## config.mk

```make
export PLATFORM = sky130hd
export DESIGN_NAME = bnn_vote_accumulator_flat
export DESIGN_NICKNAME = d
export VERILOG_FILES = /design/src/rtl/bnn_pkg.sv /design/src/rtl/bnn_vote_accumulator_if.sv /design/src/rtl/bnn_argmax_scan.sv /design/src/rtl/bnn_vote_accumulator.sv /design/src/flat_wrapper.sv
export SDC_FILE = /design/constraint.sdc
export NUM_CORES = 1
export LEC_CHECK = 0
export CORE_ASPECT_RATIO = 2
export CORE_MARGIN = 1.5
export CORE_UTILIZATION = 60
export CTS_BUF_LIST = sky130_fd_sc_hd__clkbuf_2
export DETAILED_ROUTE_END_ITERATION = 10
export PLACE_DENSITY = 0.8
export SYNTH_ARGS = -nofsm -noshare
export SYNTH_HDL_FRONTEND = slang
export SYNTH_HIERARCHICAL = 1
export SYNTH_SLANG_ARGS = --single-unit
```

## constraint.sdc

```tcl
create_clock -name clk -period 3.1 [get_ports clk]
set_input_delay 0.62 -clock clk [delete_from_list [all_inputs] [get_ports clk]]
set_output_delay 0.62 -clock clk [all_outputs]
set_load 0.1 [all_outputs]
```

## src/rtl/bnn_pkg.sv

```systemverilog
// Shared types and helpers for the BNN vote accumulator slice.
package bnn_pkg;

    localparam int NUM_NEURONS_DEF = 4;
    localparam int CNT_W_DEF       = 8;
    localparam int WINDOW_DEF      = 16;

    typedef enum logic {
        ACCUM  = 1'b0,
        DECIDE = 1'b1
    } bnn_state_e;

    // Increment that sticks at max_value instead of wrapping.
    function automatic logic [31:0] sat_inc(input logic [31:0] value,
                                            input logic [31:0] max_value);
        logic [31:0] result;
        result = (value >= max_value) ? value : value + 32'd1;
        return result;
    endfunction

endpackage

```

## src/rtl/bnn_vote_accumulator_if.sv

```systemverilog
// Sample-in / decision-out bundle of the BNN vote accumulator.
interface bnn_vote_accumulator_if #(
    parameter int NUM_NEURONS = 4,
    parameter int CNT_W       = 8,
    parameter int IDX_W       = 2
) ();
    logic                   in_valid;
    logic [NUM_NEURONS-1:0] neuron_bits;
    logic                   in_ready;
    logic                   out_valid;
    logic [IDX_W-1:0]       class_idx;
    logic [CNT_W-1:0]       class_count;
    logic                   tie;
    logic                   busy;

    modport master (
        output in_valid, neuron_bits,
        input  in_ready, out_valid, class_idx, class_count, tie, busy
    );

    modport slave (
        input  in_valid, neuron_bits,
        output in_ready, out_valid, class_idx, class_count, tie, busy
    );
endinterface

```

## src/rtl/bnn_argmax_scan.sv

```systemverilog
// Sequential argmax over the vote counters, one neuron per enabled edge;
// lowest index wins, tie flags any later neuron matching the final maximum.
module bnn_argmax_scan
    import bnn_pkg::*;
#(
    parameter int NUM_NEURONS = NUM_NEURONS_DEF,
    parameter int CNT_W       = CNT_W_DEF,
    parameter int IDX_W       = (NUM_NEURONS > 1) ? $clog2(NUM_NEURONS) : 1
) (
    input  logic             clk,
    input  logic             rst_n,
    input  logic             ena,
    input  logic             clear,
    input  logic             start,
    input  logic [CNT_W-1:0] counts [NUM_NEURONS],
    output logic             done,
    output logic [IDX_W-1:0] best_idx,
    output logic [CNT_W-1:0] best_cnt,
    output logic             tie
);

    logic [IDX_W-1:0] scan_idx_reg;
    logic [IDX_W-1:0] best_idx_reg;
    logic [CNT_W-1:0] best_cnt_reg;
    logic             tie_reg;
    logic             active_reg;
    logic             done_reg;
    logic [CNT_W-1:0] cur_cnt;
    logic             last_idx;

    assign cur_cnt  = counts[scan_idx_reg];
    assign last_idx = (scan_idx_reg == IDX_W'(NUM_NEURONS - 1));

    always_ff @(posedge clk or negedge rst_n) begin
        if (!rst_n) begin
            scan_idx_reg <= '0;
            best_idx_reg <= '0;
            best_cnt_reg <= '0;
            tie_reg      <= 1'b0;
            active_reg   <= 1'b0;
            done_reg     <= 1'b0;
        end else if (clear) begin
            scan_idx_reg <= '0;
            best_idx_reg <= '0;
            best_cnt_reg <= '0;
            tie_reg      <= 1'b0;
            active_reg   <= 1'b0;
            done_reg     <= 1'b0;
        end else if (ena) begin
            if (start) begin
                scan_idx_reg <= '0;
                best_idx_reg <= '0;
                best_cnt_reg <= '0;
                tie_reg      <= 1'b0;
                active_reg   <= 1'b1;
                done_reg     <= 1'b0;
            end else if (done_reg) begin
                // The accumulator publishes on this same edge.
                active_reg   <= 1'b0;
                done_reg     <= 1'b0;
                scan_idx_reg <= '0;
            end else if (active_reg) begin
                if (cur_cnt > best_cnt_reg) begin
                    best_idx_reg <= scan_idx_reg;
                    best_cnt_reg <= cur_cnt;
                    tie_reg      <= 1'b0;
                end else if (cur_cnt == best_cnt_reg && scan_idx_reg != '0) begin
                    tie_reg      <= 1'b1;
                end
                if (last_idx) begin
                    done_reg     <= 1'b1;
                end else begin
                    scan_idx_reg <= scan_idx_reg + 1'b1;
                end
            end
        end
    end

    assign done     = done_reg;
    assign best_idx = best_idx_reg;
    assign best_cnt = best_cnt_reg;
    assign tie      = tie_reg;

endmodule

```

## src/rtl/bnn_vote_accumulator.sv

```systemverilog
// Per-neuron vote counting over a WINDOW of samples, then argmax publish.
// Optional BNN_DROP_COUNT_EN adds a saturating count of samples dropped while busy.
module bnn_vote_accumulator
    import bnn_pkg::*;
#(
    parameter int NUM_NEURONS = NUM_NEURONS_DEF,
    parameter int CNT_W       = CNT_W_DEF,
    parameter int WINDOW      = WINDOW_DEF
) (
    input  logic               clk,
    input  logic               rst_n,
    input  logic               ena,
    input  logic               clear,
    bnn_vote_accumulator_if.slave bus
`ifdef BNN_DROP_COUNT_EN
    ,
    output logic [CNT_W-1:0]   drop_count
`endif
);

    localparam int IDX_W = (NUM_NEURONS > 1) ? $clog2(NUM_NEURONS) : 1;
    localparam logic [31:0] CNT_MAX = 32'((64'd1 << CNT_W) - 64'd1);

    bnn_state_e       state_reg;
    logic [CNT_W-1:0] sample_cnt_reg;
    logic             in_ready_reg;
    logic             out_valid_reg;
    logic [IDX_W-1:0] class_idx_reg;
    logic [CNT_W-1:0] class_count_reg;
    logic             tie_reg;
    logic             busy_reg;

    logic [CNT_W-1:0] vote_cnt [NUM_NEURONS];
    logic             accept;
    logic             final_sample;
    logic             publish;
    logic             scan_done;
    logic [IDX_W-1:0] scan_best_idx;
    logic [CNT_W-1:0] scan_best_cnt;
    logic             scan_tie;

    assign accept       = ena && bus.in_valid && (state_reg == ACCUM);
    assign final_sample = (sample_cnt_reg == CNT_W'(WINDOW - 1));
    assign publish      = ena && (state_reg == DECIDE) && scan_done;

    genvar gi;
    generate
        for (gi = 0; gi < NUM_NEURONS; gi++) begin : gen_vote
            logic [CNT_W-1:0] cnt_reg;

            always_ff @(posedge clk or negedge rst_n) begin
                if (!rst_n) begin
                    cnt_reg <= '0;
                end else if (clear || publish) begin
                    cnt_reg <= '0;
                end else if (accept && bus.neuron_bits[gi]) begin
                    cnt_reg <= CNT_W'(sat_inc(32'(cnt_reg), CNT_MAX));
                end
            end

            assign vote_cnt[gi] = cnt_reg;
        end
    endgenerate

    bnn_argmax_scan #(
        .NUM_NEURONS (NUM_NEURONS),
        .CNT_W       (CNT_W),
        .IDX_W       (IDX_W)
    ) u_scan (
        .clk      (clk),
        .rst_n    (rst_n),
        .ena      (ena),
        .clear    (clear),
        .start    (accept && final_sample),
        .counts   (vote_cnt),
        .done     (scan_done),
        .best_idx (scan_best_idx),
        .best_cnt (scan_best_cnt),
        .tie      (scan_tie)
    );

    always_ff @(posedge clk or negedge rst_n) begin
        if (!rst_n) begin
            state_reg       <= ACCUM;
            sample_cnt_reg  <= '0;
            in_ready_reg    <= 1'b1;
            out_valid_reg   <= 1'b0;
            class_idx_reg   <= '0;
            class_count_reg <= '0;
            tie_reg         <= 1'b0;
            busy_reg        <= 1'b0;
        end else if (clear) begin
            state_reg       <= ACCUM;
            sample_cnt_reg  <= '0;
            in_ready_reg    <= 1'b1;
            out_valid_reg   <= 1'b0;
            class_idx_reg   <= '0;
            class_count_reg <= '0;
            tie_reg         <= 1'b0;
            busy_reg        <= 1'b0;
        end else begin
            out_valid_reg <= 1'b0;
            if (ena) begin
                case (state_reg)
                    ACCUM: begin
                        if (accept) begin
                            sample_cnt_reg <= CNT_W'(sat_inc(32'(sample_cnt_reg), CNT_MAX));
                            if (final_sample) begin
                                state_reg    <= DECIDE;
                                in_ready_reg <= 1'b0;
                                busy_reg     <= 1'b1;
                            end
                        end
                    end
                    DECIDE: begin
                        if (publish) begin
                            state_reg       <= ACCUM;
                            sample_cnt_reg  <= '0;
                            in_ready_reg    <= 1'b1;
                            busy_reg        <= 1'b0;
                            out_valid_reg   <= 1'b1;
                            class_idx_reg   <= scan_best_idx;
                            class_count_reg <= scan_best_cnt;
                            tie_reg         <= scan_tie;
                        end
                    end
                    default: state_reg <= ACCUM;
                endcase
            end
        end
    end

`ifdef BNN_DROP_COUNT_EN
    logic [CNT_W-1:0] drop_count_reg;

    always_ff @(posedge clk or negedge rst_n) begin
        if (!rst_n) begin
            drop_count_reg <= '0;
        end else if (clear) begin
            drop_count_reg <= '0;
        end else if (ena && bus.in_valid && !in_ready_reg) begin
            drop_count_reg <= CNT_W'(sat_inc(32'(drop_count_reg), CNT_MAX));
        end
    end

    assign drop_count = drop_count_reg;
`endif

    assign bus.in_ready    = in_ready_reg;
    assign bus.out_valid   = out_valid_reg;
    assign bus.class_idx   = class_idx_reg;
    assign bus.class_count = class_count_reg;
    assign bus.tie         = tie_reg;
    assign bus.busy        = busy_reg;

endmodule

```

## src/flat_wrapper.sv

```systemverilog
// flat-port wrapper written by rule: the top's interface ports become plain ports
module bnn_vote_accumulator_flat import bnn_pkg::*;
#(
    parameter int NUM_NEURONS = NUM_NEURONS_DEF,
    parameter int CNT_W       = CNT_W_DEF,
    parameter int WINDOW      = WINDOW_DEF
)
  (clk, rst_n, ena, clear, bus_in_valid, bus_neuron_bits, bus_in_ready, bus_out_valid, bus_class_idx, bus_class_count, bus_tie, bus_busy);
  bnn_vote_accumulator_if #(.NUM_NEURONS(NUM_NEURONS), .CNT_W(CNT_W), .IDX_W(2)) bus_i ();
  input  logic clk;
  input  logic rst_n;
  input  logic ena;
  input  logic clear;
  input wire logic [$bits(bus_i.in_valid)-1:0] bus_in_valid;
  input wire logic [$bits(bus_i.neuron_bits)-1:0] bus_neuron_bits;
  output wire logic [$bits(bus_i.in_ready)-1:0] bus_in_ready;
  output wire logic [$bits(bus_i.out_valid)-1:0] bus_out_valid;
  output wire logic [$bits(bus_i.class_idx)-1:0] bus_class_idx;
  output wire logic [$bits(bus_i.class_count)-1:0] bus_class_count;
  output wire logic [$bits(bus_i.tie)-1:0] bus_tie;
  output wire logic [$bits(bus_i.busy)-1:0] bus_busy;
  assign bus_i.in_valid = bus_in_valid;
  assign bus_i.neuron_bits = bus_neuron_bits;
  assign bus_in_ready = bus_i.in_ready;
  assign bus_out_valid = bus_i.out_valid;
  assign bus_class_idx = bus_i.class_idx;
  assign bus_class_count = bus_i.class_count;
  assign bus_tie = bus_i.tie;
  assign bus_busy = bus_i.busy;
  bnn_vote_accumulator #(.NUM_NEURONS(NUM_NEURONS), .CNT_W(CNT_W), .WINDOW(WINDOW)) u_core (.clk(clk), .rst_n(rst_n), .ena(ena), .clear(clear), .bus(bus_i));
endmodule
```

==> metrics, run 1 <==
status=completed; total power draw=1.428 mW; CP Class=flip-flop to flip-flop; delay-heaviest family, CP=compound AO/OA/AOI/OAI gates; register area=0.001754 mm^2; crit path cell chain=mux4_2 -> ha_1 -> a21oi_1 -> nor2_1 -> a211oi_1 -> buf_4 -> a31o_1 -> a22o_1; period utilization=0.8872; Setup Viol. Count Final=0; CP Depth=8; LEAKAGE=1.904 nW; Yosys reg bits=70; Setup Skew=0.03547 ns; Setup WS pre-CTS=0.2694 ns; DRC errors left=0; Die W=59.72 um; number of fill cells=527; clock-pin slew on the worst setup and hold paths=0.20 ns; Synth area leaders=dfrtp_1 (45%), a22o_1 (5.2%), ha_1 (4.9%); postcts setup bufs=0; die height=116.4 um; Max-cap violations=0; Main synth FF type=dfrtp_1; latest clock arrival within the worst-skew pair=0.55 ns; Crit. End Element=flip-flop; Max IR drop VDD=0.0002356 V; crit path DAT=3.21 ns; hold buffer count at cts=0; HPWL Detailed=6497 um; post_cts resized=0; fin crit period=2.750 ns; Largest register FFs=32; DR WL/cell=18.06 um; Multi-input gate area=0.001956 mm^2; WHS=0.1281 ns; WP buf/inv=1; vias per cell=6.499; slowest CP cell=dfrtp_2; total CTS buffers=9; initial DRC count=186; slew margin rel.=0.4451; CTS Root Cell=clkbuf_2; pwr dens=338.5 mW/mm^2; Pins Over Slew Limit=0; count of cell types in the netlist=60; post-synth top area cell=dfrtp_1; CP max FO=13; CTS tree=built; Critical Path RT=3.56 ns; GRT overflow=0; IO Count=23; Max Clk Rate=0.3636 GHz; slowest cell delay on critical path=0.62 ns; largest net degree at the start of global routing=40; TNS Setup=0 ns; syn_area_per_cell=10.60 um^2; sequential cell area fraction in the yosys report=0.4541; Post-Syn Nets=388; proportion of layout cells with a drive suffix above 1=0.1494; Warnings, synthesis=6; CTS sink count=70; final WL=8686 um; final hold violation count=0; GR Util All Layers=0.2714; Area Overhead vs Synth=9.271%; CTS max path bufs=2; Antenna Violating Nets Remaining=0; Syn Std Cell Area=0.003860 mm^2; DIE AREA=0.006953 mm^2; drt pass-1 iters=4; htree depth=3; CP Launch Type=flip-flop; core area=0.006259 mm^2; Post-synth EDFFs=0; Initial Util=0.6168; first-pass GRT wire length=14030 um; # rows=41; Post-Synthesis Cells=364; final worst slack=0.3498 ns; R2R cell count=8; commonest non-fill, non-tap cells in the layout=dfrtp_1 (68), nor2_1 (28), a22o_1 (23), buf_4 (22), a21oi_1 (21); Post-synth ARST share=1.000; unrepaired setup endpoints after global routing=no; nets=416; Worst-Margin Slew=0.8292 ns; I/O Buffers=22; initial antenna violation count=0; area share of the largest cell type after synthesis=0.4473; vias in the first global route=2996; # diodes=0; HP Class=input pin to async pin; Vias=3126; commonest non-fill, non-tap cell in the layout=dfrtp_1; final core utilization=0.6739; RD Place Congestion=0.8692
==> synth_stat cells (3+ instances only) <==
cell type   n
nor2_1     28
mux4_2      8
a41oi_1     3
a22o_1     23
o21ai_1     3
or3_1       5
o41ai_1     5
a21o_1      3
and2_1      4
buf_6       3
o2111ai_1   4
a31oi_1     4
and4_1      3
dfrtp_1    69
and4b_1     3
nand3_1    19
o21ai_0    13
nand4_1    12
a21oi_1    21
ha_1       15
buf_2       6
nand2_1    18
inv_1      18
mux2i_1     5
nand2b_1    4
nor3_1      4
and3_1      8
xor2_1      8
o211ai_1    3
==> per-layer routing <==
metal / GRT usage / vias up / share of wire
met4: 0.1911 / 0 / 0.048
met2: 0.4754 / 92 / 0.55
met5: 0 / - / 0
met1: 0.2816 / 1553 / 0.37
met3: 0.04208 / 41 / 0.030
li1: - / 1440 / -
==> where the power goes <==
part	internal, mW	switching [mW]
combinational	0.0348	0.0669
sequential	0.920	0.00979
clock	0.0986	0.298
total	1.05	0.375
==> stage by stage <==
step | instance area (um^2) | std cells
global placement | 4148 | 467
finish | 4218 | 481
CTS | 4217 | 481
detailed placement | 4148 | 467
floorplan | 3860 | 364
global route | 4218 | 481
==> worst paths after layout <==
check | from | to | slack, ns
max | u_core/u_scan/scan_idx_reg[0]$_DFFE_PN0P_ | u_core/u_scan/best_cnt[1]$_DFFE_PN0P_ | 0.35
min | rst_n | u_core/gen_vote[0].cnt_reg[2]$_DFFE_PN0P_ | 0.13
max reg2reg | u_core/u_scan/scan_idx_reg[0]$_DFFE_PN0P_ | u_core/u_scan/best_cnt[1]$_DFFE_PN0P_ | 0.35
min reg2reg | u_core/bus.in_ready$_DFFE_PN1P_ | u_core/bus.in_ready$_DFFE_PN1P_ | 0.50
max in group asynchronous | rst_n | u_core/bus.in_ready$_DFFE_PN1P_ | 2.26
min in group clk | u_core/bus.in_ready$_DFFE_PN1P_ | u_core/bus.in_ready$_DFFE_PN1P_ | 0.50
==> cells by family after synthesis <==
group,count (synthesis),synth area share
buffers and inverters,33,0.04084
adders and majority gates,15,0.04862
AOI/OAI and AO/OA,101,0.1948
xor gates and xnor gates,10,0.02269
DFF,70,0.4541
and+or+nand+nor,120,0.1734
muxes,15,0.06548
==> layout make-up <==
class	instances	share of cell area
clock inverters	3	0.003263
repair buffers	31	0.06170
clock buffers	11	0.01305
well taps	86	0.02551
flip-flops and latches	70	0.4159
multi-input cells	261	0.4637
inverters	19	0.01691
No activity file was read; power rests on OpenSTA's default activity.
==> run 2, diff against run 1 <==
CORE_UTILIZATION = 30   (was 60)
PLACE_DENSITY = default   (was 0.8)
==> metrics, run 2 (synthesis results as in run 1) <==
initial antenna violation count=1; die height=163.4 um; Critical Path RT=3.58 ns; CP Launch Type=flip-flop; WP buf/inv=1; final WL=9240 um; Worst-Margin Slew=0.8628 ns; unrepaired setup endpoints after global routing=no; slew margin rel.=0.4227; final worst slack=0.3528 ns; Antenna Violating Nets Remaining=0; nets=420; Die W=83.21 um; met1 Use GR=0.1435; GR Layer Usage met3=0.02527; GRT overflow=0; Area Overhead vs Synth=13.74%; postcts setup bufs=0; delay-heaviest family, CP=compound AO/OA/AOI/OAI gates; initial DRC count=170; vias per cell=5.482; CTS Root Cell=clkbuf_2; CTS tree=built; TNS Setup=0 ns; core area=0.01255 mm^2; period utilization=0.8862; drt pass-1 iters=4; # rows=58; HP Class=input pin to async pin; final hold violation count=0; Max Clk Rate=0.3640 GHz; IO Count=23; Initial Util=0.3075; pwr dens=376.7 mW/mm^2; Pins Over Slew Limit=0; first-pass GRT wire length=15230 um; HPWL Detailed=7034 um; GR Util All Layers=0.1426; GR peak layer=met2; commonest non-fill, non-tap cells in the layout=dfrtp_1 (68), nor2_1 (28), buf_4 (26), a22o_1 (23), a21oi_1 (21); Crit. End Element=flip-flop; CP max FO=13; CP Class=flip-flop to flip-flop; worst r2r src=u_core/u_scan/scan_idx_reg[0]$_DFFE_PN0P_; latest clock arrival within the worst-skew pair=0.56 ns; DIE AREA=0.01360 mm^2; DRC errors left=0; DR WL/cell=16.74 um; met2 track demand over resource=0.2764; total CTS buffers=9; Setup WS pre-CTS=0.2000 ns; fin crit period=2.747 ns; largest net degree at the start of global routing=30; I/O Buffers=22; Max IR drop VDD=0.0002925 V; Max-cap violations=0; Setup Skew=0.04338 ns; commonest non-fill, non-tap cell in the layout=dfrtp_1; clock-pin slew on the worst setup and hold paths=0.22 ns; status=completed; RD Place Congestion=0.8868; LEAKAGE=1.942 nW; slowest CP cell=dfrtp_2; Vias=3026; CTS sink count=70; slowest cell delay on critical path=0.63 ns; crit path DAT=3.23 ns; crit path cell chain=mux4_2 -> ha_1 -> a21oi_1 -> nor2_1 -> a211oi_1 -> buf_4 -> a31o_1 -> a22o_1; CTS max path bufs=2; Setup Viol. Count Final=0; R2R cell count=8; RR Endpoint=u_core/u_scan/best_cnt[6]$_DFFE_PN0P_; vias in the first global route=3001; htree depth=3; Largest register FFs=32; slack of the worst reg-to-reg path=0.35 ns; proportion of layout cells with a drive suffix above 1=0.1621
[run 2: cell count changes in the layout (fill, tap and decap cells not counted)]
cell	previous run	this run
buf_4	22	26
bufinv_16	0	2
dlygate4sd3_1	0	1
diode_2	0	1
clkinvlp_4	0	2
clkinv_1	1	0
clkinv_2	2	0
inv_6	0	1
buf_12	1	0
[run 2: metal layers]
metal | share of wire | wire length, um
met1 | 0.38 | 3488
met2 | 0.56 | 5201
met3 | 0.030 | 276
met4 | 0.030 | 273
met5 | 0 | 0
[run 2: cell type report]
class / count / area, um^2
Antenna cell: 1 / 2.502
Inverter: 19 / 71.32
Timing Repair Buffer: 35 / 280.3
Multi-Input combinational cell: 261 / 1956
Fill cell: 1279 / 8164
Clock buffer: 11 / 55.05
Tap cell: 150 / 187.7
Clock inverter: 5 / 83.83
Sequential cell: 70 / 1754
[run 2: power by group]
part	internal (mW)	leakage [nW]	switching [mW]
clock	0.276	0.0788	0.343
combinational	0.0364	0.892	0.0682
sequential	0.920	0.971	0.0103
total	1.23	1.94	0.422
[run 2: repair_timing]
action / 4_1_cts / 5_1_grt
endpoints found under the setup margin: 0 / 10
resized for setup: 0 / 1
endpoints found under the hold margin: 13 / 0
hold buffers: 1 / 0
[run 2: metrics by stage]
step | cells | utilization | area (um^2) | hold slack, ns | power [mW]
4_1_cts | 551 | 0.3494 | 4387 | 0.4484 | 1.677
3_5_place_dp | 534 | 0.3376 | 4238 | 0.4759 | 1.053
6_report | 552 | 0.3497 | 4390 | 0.4686 | 1.654
5_1_grt | 552 | 0.3497 | 4390 | 0.4595 | 1.726
3_3_place_gp | 534 | 0.3376 | 4238 | 0.4704 | 1.050
2_1_floorplan | 364 | - | 3860 | 0.3244 | 0.9974
[run 2: worst max path at each step]
stage	start	to	slack, ns	cells after the start
global placement	u_core/u_scan/scan_idx_reg[0]$_DFFE_PN0P_	u_core/u_scan/best_idx[0]$_DFFE_PN0P_	0.23	8
finish	u_core/u_scan/scan_idx_reg[0]$_DFFE_PN0P_	u_core/u_scan/best_cnt[6]$_DFFE_PN0P_	0.35	8
CTS	u_core/u_scan/scan_idx_reg[0]$_DFFE_PN0P_	u_core/u_scan/best_cnt[6]$_DFFE_PN0P_	0.14	8
floorplan	u_core/u_scan/scan_idx_reg[0]$_DFFE_PN0P_	u_core/u_scan/best_cnt[0]$_DFFE_PN0P_	0.45	9
global route	u_core/u_scan/scan_idx_reg[0]$_DFFE_PN0P_	u_core/u_scan/best_cnt[5]$_DFFE_PN0P_	0.16	8
detailed placement	u_core/u_scan/scan_idx_reg[0]$_DFFE_PN0P_	u_core/u_scan/best_cnt[0]$_DFFE_PN0P_	0.20	8
==> RTL edit (config.mk and constraints of run 2) <==
Compare `sample_cnt_reg` against `CNT_W'(WINDOW - 1)` with >= in place of ==.
--- a/src/rtl/bnn_vote_accumulator.sv
+++ b/src/rtl/bnn_vote_accumulator.sv
@@ -40,7 +40,7 @@
     logic             scan_tie;
 
     assign accept       = ena && bus.in_valid && (state_reg == ACCUM);
-    assign final_sample = (sample_cnt_reg == CNT_W'(WINDOW - 1));
+    assign final_sample = (sample_cnt_reg >= CNT_W'(WINDOW - 1));
     assign publish      = ena && (state_reg == DECIDE) && scan_done;
 
     genvar gi;
Check against the original RTL: no difference found for any inputs over 10 cycles, from zero or initial values and one cycle with rst_n low; that may be too few to reach the edited logic, so the function may still have changed.
==> RTL edit against run 2 <==
  * First-iteration DRC count fell by 27%
  * Sequential cell count did not move
  * Routed wire length up 0.15%
  * Core utilization fell by 0.71 points
  * Power shrank 11%
  * Via count increased by 2.1%
  * Synthesized area is essentially flat
  * Worst setup slack better by 0.062 ns
  * Final area decreased by 2.0%
  * Critical endpoint is now u_core/u_scan/best_cnt[3]
==> RTL edit: results <==
[cts]
cts_resized = 0
cts_root_buf = clkbuf_2
clk_path_buf_depth = 2
clock_latency_ns = 0.53
cts_made_buffers = 9
clk_pin_slew_worst_paths_ns = 0.19

[grt]
met2_usage_pct = 26.9
grt_use_total_pct = 14.6
use_met3_pct = 2.68
grt_pass1_wl_um = 15600
use_met1_pct = 13.9
antenna_found_initial = 1
first_global_vias = 3180
grt_max_degree = 71

[finish]
finalNetCount = 419
fillCellCount = 1307
drive_gt1_share_pct = 15.8

[worst_setup_path]
crit_fanout = 13
cp_data_arrival_time_ns = 3.14
r2r_slack_ns = 0.41
r2r_start = u_core/u_scan/scan_idx_reg[0]
crit_path_max_incr_delay_ns = 0.62

[drt]
wl_um = 9250
num_vias = 3089
firstDrtPassIters = 5
initialDrtViolationCount = 124

[yosys]
ys_top_cells_by_count = 69 x dfrtp_1, 33 x nor2_1, 22 x a22o_1
synth_fp_nets = 394
synthXorXnorAreaFrac_pct = 2.50
synth_area_leaders = dfrtp_1 45%, a22o_1 5.0%, ha_1 4.9%, mux4_2 4.7%, nor2_1 3.2%
ys_seq_area_share_pct = 45.4
synth_ff_type = dfrtp_1
synthMuxAreaShare_pct = 6.26
synth_compound_area_share_pct = 19.5
synth_warnings = 6
synthArstFlopShare_pct = 100
synth_fa_ha_area_share_pct = 4.86
synthDistinctLibCells = 62

[power_and_ir_drop]
p_leak_nw = 1.86
irDropWorstVdd_v = 0.000194

[worst_hold_path]
hold_path.class = input pin to async pin

[timing]
fin_skew_ns = 0.0285
worst_pin_slew_ns = 0.895
holdWs_ns = 0.175

[placed_design]
place.gp.congestion = 0.883
dp_hpwl_um = 7030

[status]
outcome = finished clean
[RTL edit: layout make-up]
class | count | share of cell area (%)
Timing Repair Buffer | 32 | 5.99
Clock buffer | 10 | 1.16
Sequential cell | 70 | 40.8
Inverter | 17 | 1.48
Tap cell | 150 | 4.36
Antenna cell | 1 | 0.0582
Clock inverter | 6 | 0.873
Multi-Input combinational cell | 265 | 45.3
[RTL edit: stage by stage]
step	cells	utilization [%]	setup WS [ns]	instance area, um2	power [mW]
6_report	551	34.3	0.415	4300	1.48
5_1_grt	551	34.3	0.213	4300	1.56
4_1_cts	550	34.2	0.202	4300	1.51
3_5_place_dp	534	33.5	0.252	4210	1.06
3_3_place_gp	534	33.5	0.311	4210	1.06
2_1_floorplan	370	-	0.449	3860	1.00
[RTL edit: worst paths after layout]
kind,to,depth (start not counted)
max,u_core/u_scan/best_cnt[3],7
min,u_core/gen_vote[1].cnt_reg[0],1
max reg2reg,u_core/u_scan/best_cnt[3],7
min reg2reg,u_core/bus.class_idx[1],1
max in group asynchronous,u_core/u_scan/scan_idx_reg[0],1
min in group clk,u_core/bus.class_idx[1],1
[RTL edit: metal layers]
layer  vias up  wire [um]
met4         0        643
met1      1537       3240
met3        30        246
met5         -          0
met2        62       5120
li1       1460          -
[RTL edit: critical path, delay by kind of cell, from the launching register on]
kind | cells | cell delay (ns)
fa+ha+maj | 1 | 0.30
simple gates | 1 | 0.14
compound gates | 4 | 0.98
flops | 1 | 0.62
mux | 1 | 0.57
[RTL edit: where the power goes]
group          internal (mW)  total (mW)  switching (mW)  leakage (nW)
Clock                  0.105       0.438           0.332        0.0558
Combinational         0.0364       0.107          0.0706         0.831
Sequential             0.923       0.934          0.0115         0.969
Total                   1.06        1.48           0.415          1.86
